==> src/rtl/pyramid_downsample.sv <==
// pyramid_downsample: 2x2 decimation of smoothed rows, two kept half-rows packed per output word
module pyramid_downsample #(
  parameter int W    = 8,
  parameter int ROWS = 16
) (
  input  logic                clk,
  input  logic                reset,
  input  logic                valid_i,
  output logic                ready_i,
  input  logic [15:0][W-1:0]  i,
  output logic                valid_o,
  input  logic                ready_o,
  output logic [15:0][W-1:0]  o,
  output logic                last_o
);
  localparam int RW = $clog2(ROWS);
  typedef enum logic [1:0] {LO, HI, FULL} state_e;
  state_e             state_q, state_d;
  logic [RW-1:0]      row_q, row_d;
  logic [15:0][W-1:0] o_q, o_d;
  logic [7:0][W-1:0]  half;
  logic               last_q, last_d, rdy_q, take;
  for (genvar k = 0; k < 8; k++) begin : g_dec
    assign half[k] = i[2*k];
  end
  assign take    = valid_i && rdy_q;
  assign ready_i = rdy_q;
  assign valid_o = state_q == FULL;
  assign o       = o_q;
  assign last_o  = last_q;
  // next state: row counter with frame wrap, even rows fill LO then HI slot, FULL waits for drain
  always_comb begin
    state_d = state_q;
    o_d     = o_q;
    last_d  = last_q;
    row_d   = take ? (row_q == RW'(ROWS-1) ? '0 : row_q + 1'b1) : row_q;
    case (state_q)
      LO: if (take && !row_q[0]) begin
        o_d[7:0] = half;
        state_d  = HI;
      end
      HI: if (take && !row_q[0]) begin
        o_d[15:8] = half;
        last_d    = row_q == RW'(ROWS-2);
        state_d   = FULL;
      end
      default: if (ready_o) begin
        state_d = LO;
        last_d  = 1'b0;
      end
    endcase
  end
  // state registers; ready_i is registered so it stays low throughout reset
  always_ff @(posedge clk or negedge reset) begin
    if (!reset) begin
      state_q <= LO;
      row_q   <= '0;
      o_q     <= '0;
      last_q  <= 1'b0;
      rdy_q   <= 1'b0;
    end else begin
      state_q <= state_d;
      row_q   <= row_d;
      o_q     <= o_d;
      last_q  <= last_d;
      rdy_q   <= state_d != FULL;
    end
  end
`ifndef SYNTHESIS
  logic               hold_q;
  logic [15:0][W-1:0] o_prev_q;
  // remember whether the previous edge saw a stalled word
  always_ff @(posedge clk or negedge reset) begin
    if (!reset) hold_q <= 1'b0;
    else hold_q <= valid_o && !ready_o;
  end
  // copy of o from before the previous edge for the stability check
  always_ff @(posedge clk) begin
    o_prev_q <= o;
  end
  // a stalled word must neither vanish nor change
  always @(posedge clk) begin
    if (reset && hold_q && !valid_o) $error("valid_o fell without ready_o");
    if (reset && hold_q && o != o_prev_q) $error("o changed while stalled");
  end
`endif
endmodule

==> config.mk <==
export PLATFORM = sky130hd
export DESIGN_NAME = pyramid_downsample
export DESIGN_NICKNAME = d
export VERILOG_FILES = /design/src/rtl/pyramid_downsample.sv
export SDC_FILE = /design/constraint.sdc
export NUM_CORES = 1
export LEC_CHECK = 0
export BUFFER_PORTS_ARGS = -buffer_cell sky130_fd_sc_hd__buf_2
export CORE_ASPECT_RATIO = 0.8
export CORE_UTILIZATION = 45
export CTS_CLUSTER_DIAMETER = 200
export DETAILED_ROUTE_END_ITERATION = 10
export GPL_TIMING_DRIVEN = 0
export PLACE_DENSITY = 0.91
export SETUP_SLACK_MARGIN = 0.05
export SKIP_CTS_REPAIR_TIMING = 1
export SLEW_MARGIN = 5
export SYNTH_ARGS = -nofsm -noshare
export SYNTH_HDL_FRONTEND = slang
export SYNTH_SLANG_ARGS = --single-unit
==> constraint.sdc <==
create_clock -name clk -period 3.7 [get_ports clk]
set_clock_uncertainty 0.05 [all_clocks]
set_input_delay 0.37 -clock clk [delete_from_list [all_inputs] [get_ports clk]]
set_output_delay 0.37 -clock clk [all_outputs]
set_load 0.03 [all_outputs]
==> results.toml, run 1 <==
[power]
internal_power_mw = 4.84
switching_share_pct = 41.4
power_switching_mw = 3.41
power_per_cell_area_mw_per_mm2 = 1150
pwr-share-clk_pct = 20.9
vdd_drop_max_uv = 574
power_leakage_nw = 3.52
share_seq_of_total_power_pct = 32.7
p_comb_share_pct = 46.4

[placement]
place_ws_ns = 1.68
dp_cells = 654
dp_hpwl_mm = 8.43
place_area_mm2 = 0.00654
io_buffers = 198
gp_congestion = 0.779

[logic_synthesis]
synth_commonest_cells = "dfrtp_1, mux2_2, mux2_4, mux2_1, buf_6"
synth-edff-count = 0
syn_avg_cell_area_um2 = 17.4
ys_seq_area_share_pct = 63.9
yosysUniqueCellTypes = 26
synth_nets = 441
syn_inst = 307
synth_top_flop_cell = "dfrtp_1"
synth-seq-cells = 136
synth_top_area_share_pct = 63.9
synth.area.top_cells = "dfrtp_1, mux2_2, mux2_4, mux2_1, buf_6"
async_flop_share_pct = 100
yosysMostFrequentCell = "dfrtp_1"
ys_warn_count = 0
synthesis.area_mm2 = 0.00533
yosysTopAreaCell = "dfrtp_1"

[global_routing]
grt_max_degree = 71
grt_pass1_wl_mm = 18.6
grt_util_all_layers_pct = 20.2
grt_pass1_vias = 3652
grt_remaining_overflow = 0
antenna_found_initial = 0

[cts]
clkSinkCount = 136
cts_buffer_depth = 2
cts_buffers = 17
clk_pin_slew_worst_paths_ns = 0.06
cts_tree = "built"
cts-htree-levels = 4
clk_latency_ns = 0.40
cts-root-buf = "clkbuf_16"

[worst_setup_path]
path_class = "reg -> reg"
arrival_ns = 2.23
worstPathMaxFanout = 10
cp-end-kind = "register"
critical_path_required_ns = 3.94
crit_chain = "nand3b_4 -> nor3_4 -> buf_6 -> mux2_2"
worst_path_largest_cell_delay_ns = 0.54
slowest_stage = "nor3_4"
cp-start-kind = "register"

[flow_run]
max-cap-violations = 0

[timing]
final.period_utilization_pct = 53.9
finalSetupViolCount = 0
grt_setup_unrepaired = "no"
relSlewSlack_pct = 55.5
min_period_ns = 1.99
layout_setup_ws_ns = 1.71
max_freq_mhz = 502
final.setup.tns_ns = 0
report.final.slew_viol_count = 0
hold_slack_ns = 0.146
hold_violations = 0
tightest_slew_ns = 0.665

[layout]
drive_gt1_share_pct = 64.0
stdcell_area_mm2 = 0.00715
area_growth_pct = 34.3
final_nets = 660
instances_no_fill = 687
n_fill_cell = 875
n_antenna_cell = 0

[routing]
num_vias = 3387
postRouteAntennaNets = 0
viasPerCell = 4.93
first_pass_iters = 4
drt_iter0_drc = 123
drt-wirelength-per-cell_um = 17.2
drc = 0
wl_mm = 11.8

[floorplan]
io_pins = 263
die_x_um = 124
die_h_um = 99.3
fp-row-count = 35
core_area_mm2 = 0.0115
die_area_mm2 = 0.0123
start_util_pct = 46.3

[status]
status = "finished clean"

[min_path]
min_path_type = "in -> reg"
-- worst max-delay path: cells and delay by family (launching register included) --
kind | cells | cell delay (ns)
AND/OR/NAND/NOR | 2 | 0.77
buffers and inverters | 1 | 0.26
multiplexers | 1 | 0.35
flip-flops | 1 | 0.44
-- layer usage --
| metal | track usage, % | wire [um] | vias to the layer above |
|---|---|---|---|
| li1 | - | - | 1519 |
| met1 | 24.3 | 4960 | 1733 |
| met2 | 33.8 | 6040 | 115 |
| met3 | 5.68 | 600 | 20 |
| met4 | 8.53 | 242 | 0 |
| met5 | 0 | 0 | - |
-- cell type report --
class	instances	area [um^2]	area share (%)
Clock buffer	20	457	6.38
Buffer	13	124	1.73
Timing Repair Buffer	200	1030	14.5
Inverter	2	7.51	0.105
Tap cell	148	185	2.59
Multi-Input combinational cell	156	1790	25.1
Sequential cell	136	3400	47.6
Clock inverter	12	149	2.08
-- cells in the final DEF, fill, tap and decap left out, drive strengths merged --
cell type    instances
a21o                 1
nand2b               2
dfrtp              136
clkinv               4
clkbuf              20
dlygate4sd3          1
xnor2                2
a31oi                1
mux2               128
o22ai                1
bufinv               3
nand4                1
buf                212
o21ai                2
nand2                5
nand3b               1
inv                  3
nor2b                1
ha                   2
nor2                 2
a21oi                1
mux2i                1
nand3                2
o31ai                1
clkinvlp             4
nor3                 2
-- power groups by stage --
| stage | clock network (mW) | logic, mW | registers, mW |
|---|---|---|---|
| 3_3_place_gp | 0 | 3.76 | 2.63 |
| 5_1_grt | 1.84 | 4.03 | 2.79 |
| 3_5_place_dp | 0 | 3.87 | 2.70 |
| 2_1_floorplan | 0 | 1.30 | 4.11 |
| 4_1_cts | 1.77 | 3.87 | 2.70 |
| 6_report | 1.72 | 3.83 | 2.69 |
-- through the flow --
step / power, mW / util, %
2_1_floorplan: 5.40 / -
3_5_place_dp: 6.57 / 56.8
5_1_grt: 8.66 / 62.1
4_1_cts: 8.34 / 62.0
6_report: 8.25 / 62.1
3_3_place_gp: 6.40 / 56.5
-- worst paths after layout --
kind                       slack, ns                  from                end  depth (start not counted)
min                             0.15                 i[96]  o[48]$_DFFE_PN0P_                          2
min reg2reg                     0.43     o[69]$_DFFE_PN0P_  o[69]$_DFFE_PN0P_                          1
min in group asynchronous       0.49                 reset  o[63]$_DFFE_PN0P_                          2
max                             1.71  row_q[0]$_DFFE_PN0N_  o[49]$_DFFE_PN0P_                          4
max reg2reg                     1.71  row_q[0]$_DFFE_PN0N_  o[49]$_DFFE_PN0P_                          4
max in group asynchronous       2.36                 reset  o[69]$_DFFE_PN0P_                          3
-- kinds of logic (layout without fill, tap and decap cells) --
logic type	count (synthesis)	in the layout	share of synthesized area, %
adders and majority gates	2	2	0.470
and+or+nand+nor	16	16	2.02
buffers and inverters	15	247	2.47
xor gates and xnor gates	2	2	0.329
AOI/OAI and AO/OA	7	7	0.798
DFF	136	136	63.9
muxes	129	129	30.1
-- registers in the layout (all words and copies together), names as in the netlist --
signal / flops
row_q: 4
ready_i: 1
state_q: 2
o: 128
last_o: 1
Note: power is estimated with default switching activity, not from simulation.
==> inputs of run 2 (changes only) <==
- clock period: 3.7 -> 2 ns (I/O delays scaled with it)
==> results.toml, run 2 (synthesized netlist as in run 1, its figures left out) <==
[status]
status = "finished clean"

[layout]
n_antenna_cell = 0
final_common_cell = "buf_2"
drive_gt1_share_pct = 57.4
area_growth_pct = 47.0
final_nets = 726
n_fill_cell = 783
final_cell_mix = "buf_2, dfrtp_1, dlygate4sd3_1"
instances_no_fill = 753
largest_register_ffs = 128

[timing]
grt_setup_unrepaired = "no"
final.setup.tns_ns = 0
max_freq_mhz = 546
tightest_slew_ns = 0.626
finalSetupViolCount = 0
final.period_utilization_pct = 91.5
min_period_ns = 1.83
report.final.slew_viol_count = 0
relSlewSlack_pct = 58.3
hold_violations = 0

[cts]
clkSinkCount = 136
cts-htree-levels = 4
cts_tree = "built"
clk_latency_ns = 0.40
cts-root-buf = "clkbuf_16"
clk_pin_slew_worst_paths_ns = 0.06
cts_buffer_depth = 2
cts_buffers = 17

[global_routing]
antenna_found_initial = 0
grt_util_all_layers_pct = 20.2
grt_pass1_vias = 3652
grt_pass1_wl_mm = 18.6
grt_remaining_overflow = 0
grt_max_degree = 71

[worst_setup_path]
cp-start-kind = "register"
slowest_stage = "dfrtp_1"
crit_chain = "nand3b_4 -> nor3_4 -> buf_6 -> buf_6 -> mux2_1"
critical_path_required_ns = 2.23
path_common_cell = "buf_6"
arrival_ns = 2.06
path_class = "reg -> reg"
worstPathMaxFanout = 10
cp-end-kind = "register"
worst_path_largest_cell_delay_ns = 0.44

[power]
share_seq_of_total_power_pct = 32.3
power_per_cell_area_mw_per_mm2 = 1980
switching_share_pct = 41.5
power_leakage_nw = 3.80
p_comb_share_pct = 47.1
power_switching_mw = 6.44
internal_power_mw = 9.08
pwr-share-clk_pct = 20.6
vdd_drop_max_uv = 1080

[floorplan]
io_pins = 263
core_area_mm2 = 0.0115
die_area_mm2 = 0.0123
fp-row-count = 35
start_util_pct = 46.3
die_h_um = 99.3
die_x_um = 124

[routing]
drc = 0
viasPerCell = 4.94
wl_mm = 13.2
drt-wirelength-per-cell_um = 17.5
num_vias = 3717
first_pass_iters = 4
drt_iter0_drc = 133
postRouteAntennaNets = 0

[min_path]
min_path_type = "in -> reg"

[placement]
io_buffers = 198
dp_cells = 654
gp_congestion = 0.779
dp_hpwl_mm = 8.43

[flow_run]
max-cap-violations = 0
## run 2: changes by cell type in the layout (fill, tap and decap cells not counted)
cell / before / now
dlygate4sd3_1: 1 / 65
nor3_4: 1 / 2
buf_12: 0 / 1
buf_6: 10 / 11
nor3_2: 1 / 0
## run 2: area by class of cell
type / count / area [um^2] / area share, %
Tap cell: 148 / 185 / 2.36
Clock inverter: 12 / 149 / 1.90
Buffer: 13 / 128 / 1.63
Sequential cell: 136 / 3400 / 43.5
Multi-Input combinational cell: 156 / 1800 / 23.0
Timing Repair Buffer: 266 / 1700 / 21.7
Inverter: 2 / 7.51 / 0.0958
Clock buffer: 20 / 457 / 5.83
## run 2: power groups by stage
stage / clock network [mW] / registers, mW / logic, mW
after CTS: 3.27 / 4.99 / 7.17
after global placement: 0 / 4.87 / 6.96
after floorplan: 0 / 7.60 / 2.40
after global routing: 3.40 / 5.17 / 7.65
after detailed placement: 0 / 4.99 / 7.16
final: 3.20 / 5.01 / 7.30
## run 2: final timing paths
check / slack (ns) / from / endpoint / depth (start not counted)
setup / recovery: 0.17 / row_q[0]$_DFFE_PN0N_ / o[89]$_DFFE_PN0P_ / 5
hold / removal: 0.05 / ready_o / last_o$_DFFE_PN0P_ / 4
setup reg to reg: 0.17 / row_q[0]$_DFFE_PN0N_ / o[89]$_DFFE_PN0P_ / 5
hold reg to reg: 0.43 / o[69]$_DFFE_PN0P_ / o[69]$_DFFE_PN0P_ / 1
max in group asynchronous: 0.83 / reset / ready_i$_DFF_PN0_ / 3
min in group asynchronous: 0.32 / reset / o[63]$_DFFE_PN0P_ / 2
## run 2: through the flow
| stage | area [um^2] | hold WS, ns | setup slack [ns] | power, mW | utilization [%] |
|---|---|---|---|---|---|
| global placement | 6500 | 0.379 | -0.967 | 11.8 | 56.5 |
| floorplan | 5330 | -0.146 | 0.190 | 10.0 | - |
| CTS | 7140 | -0.255 | -0.0308 | 15.4 | 62.0 |
| detailed placement | 6540 | 0.185 | -0.0156 | 12.1 | 56.8 |
| global route | 7830 | 0.0666 | 0.0755 | 16.2 | 68.0 |
| finish | 7830 | 0.0511 | 0.169 | 15.5 | 68.0 |
## run 2: worst max-delay path, delay by kind of cell, from the launching register on
family	cells	cell delay, ns
simple gates	2	0.47
mux	1	0.34
buf+inv	2	0.38
flops	1	0.44
## run 2: metal layers
layer,track usage [%],vias up,part of all wire (%)
met5,0,-,0
met4,8.53,0,1.8
met3,5.68,21,4.5
met2,33.8,137,53
met1,24.3,1905,40
li1,-,1654,-
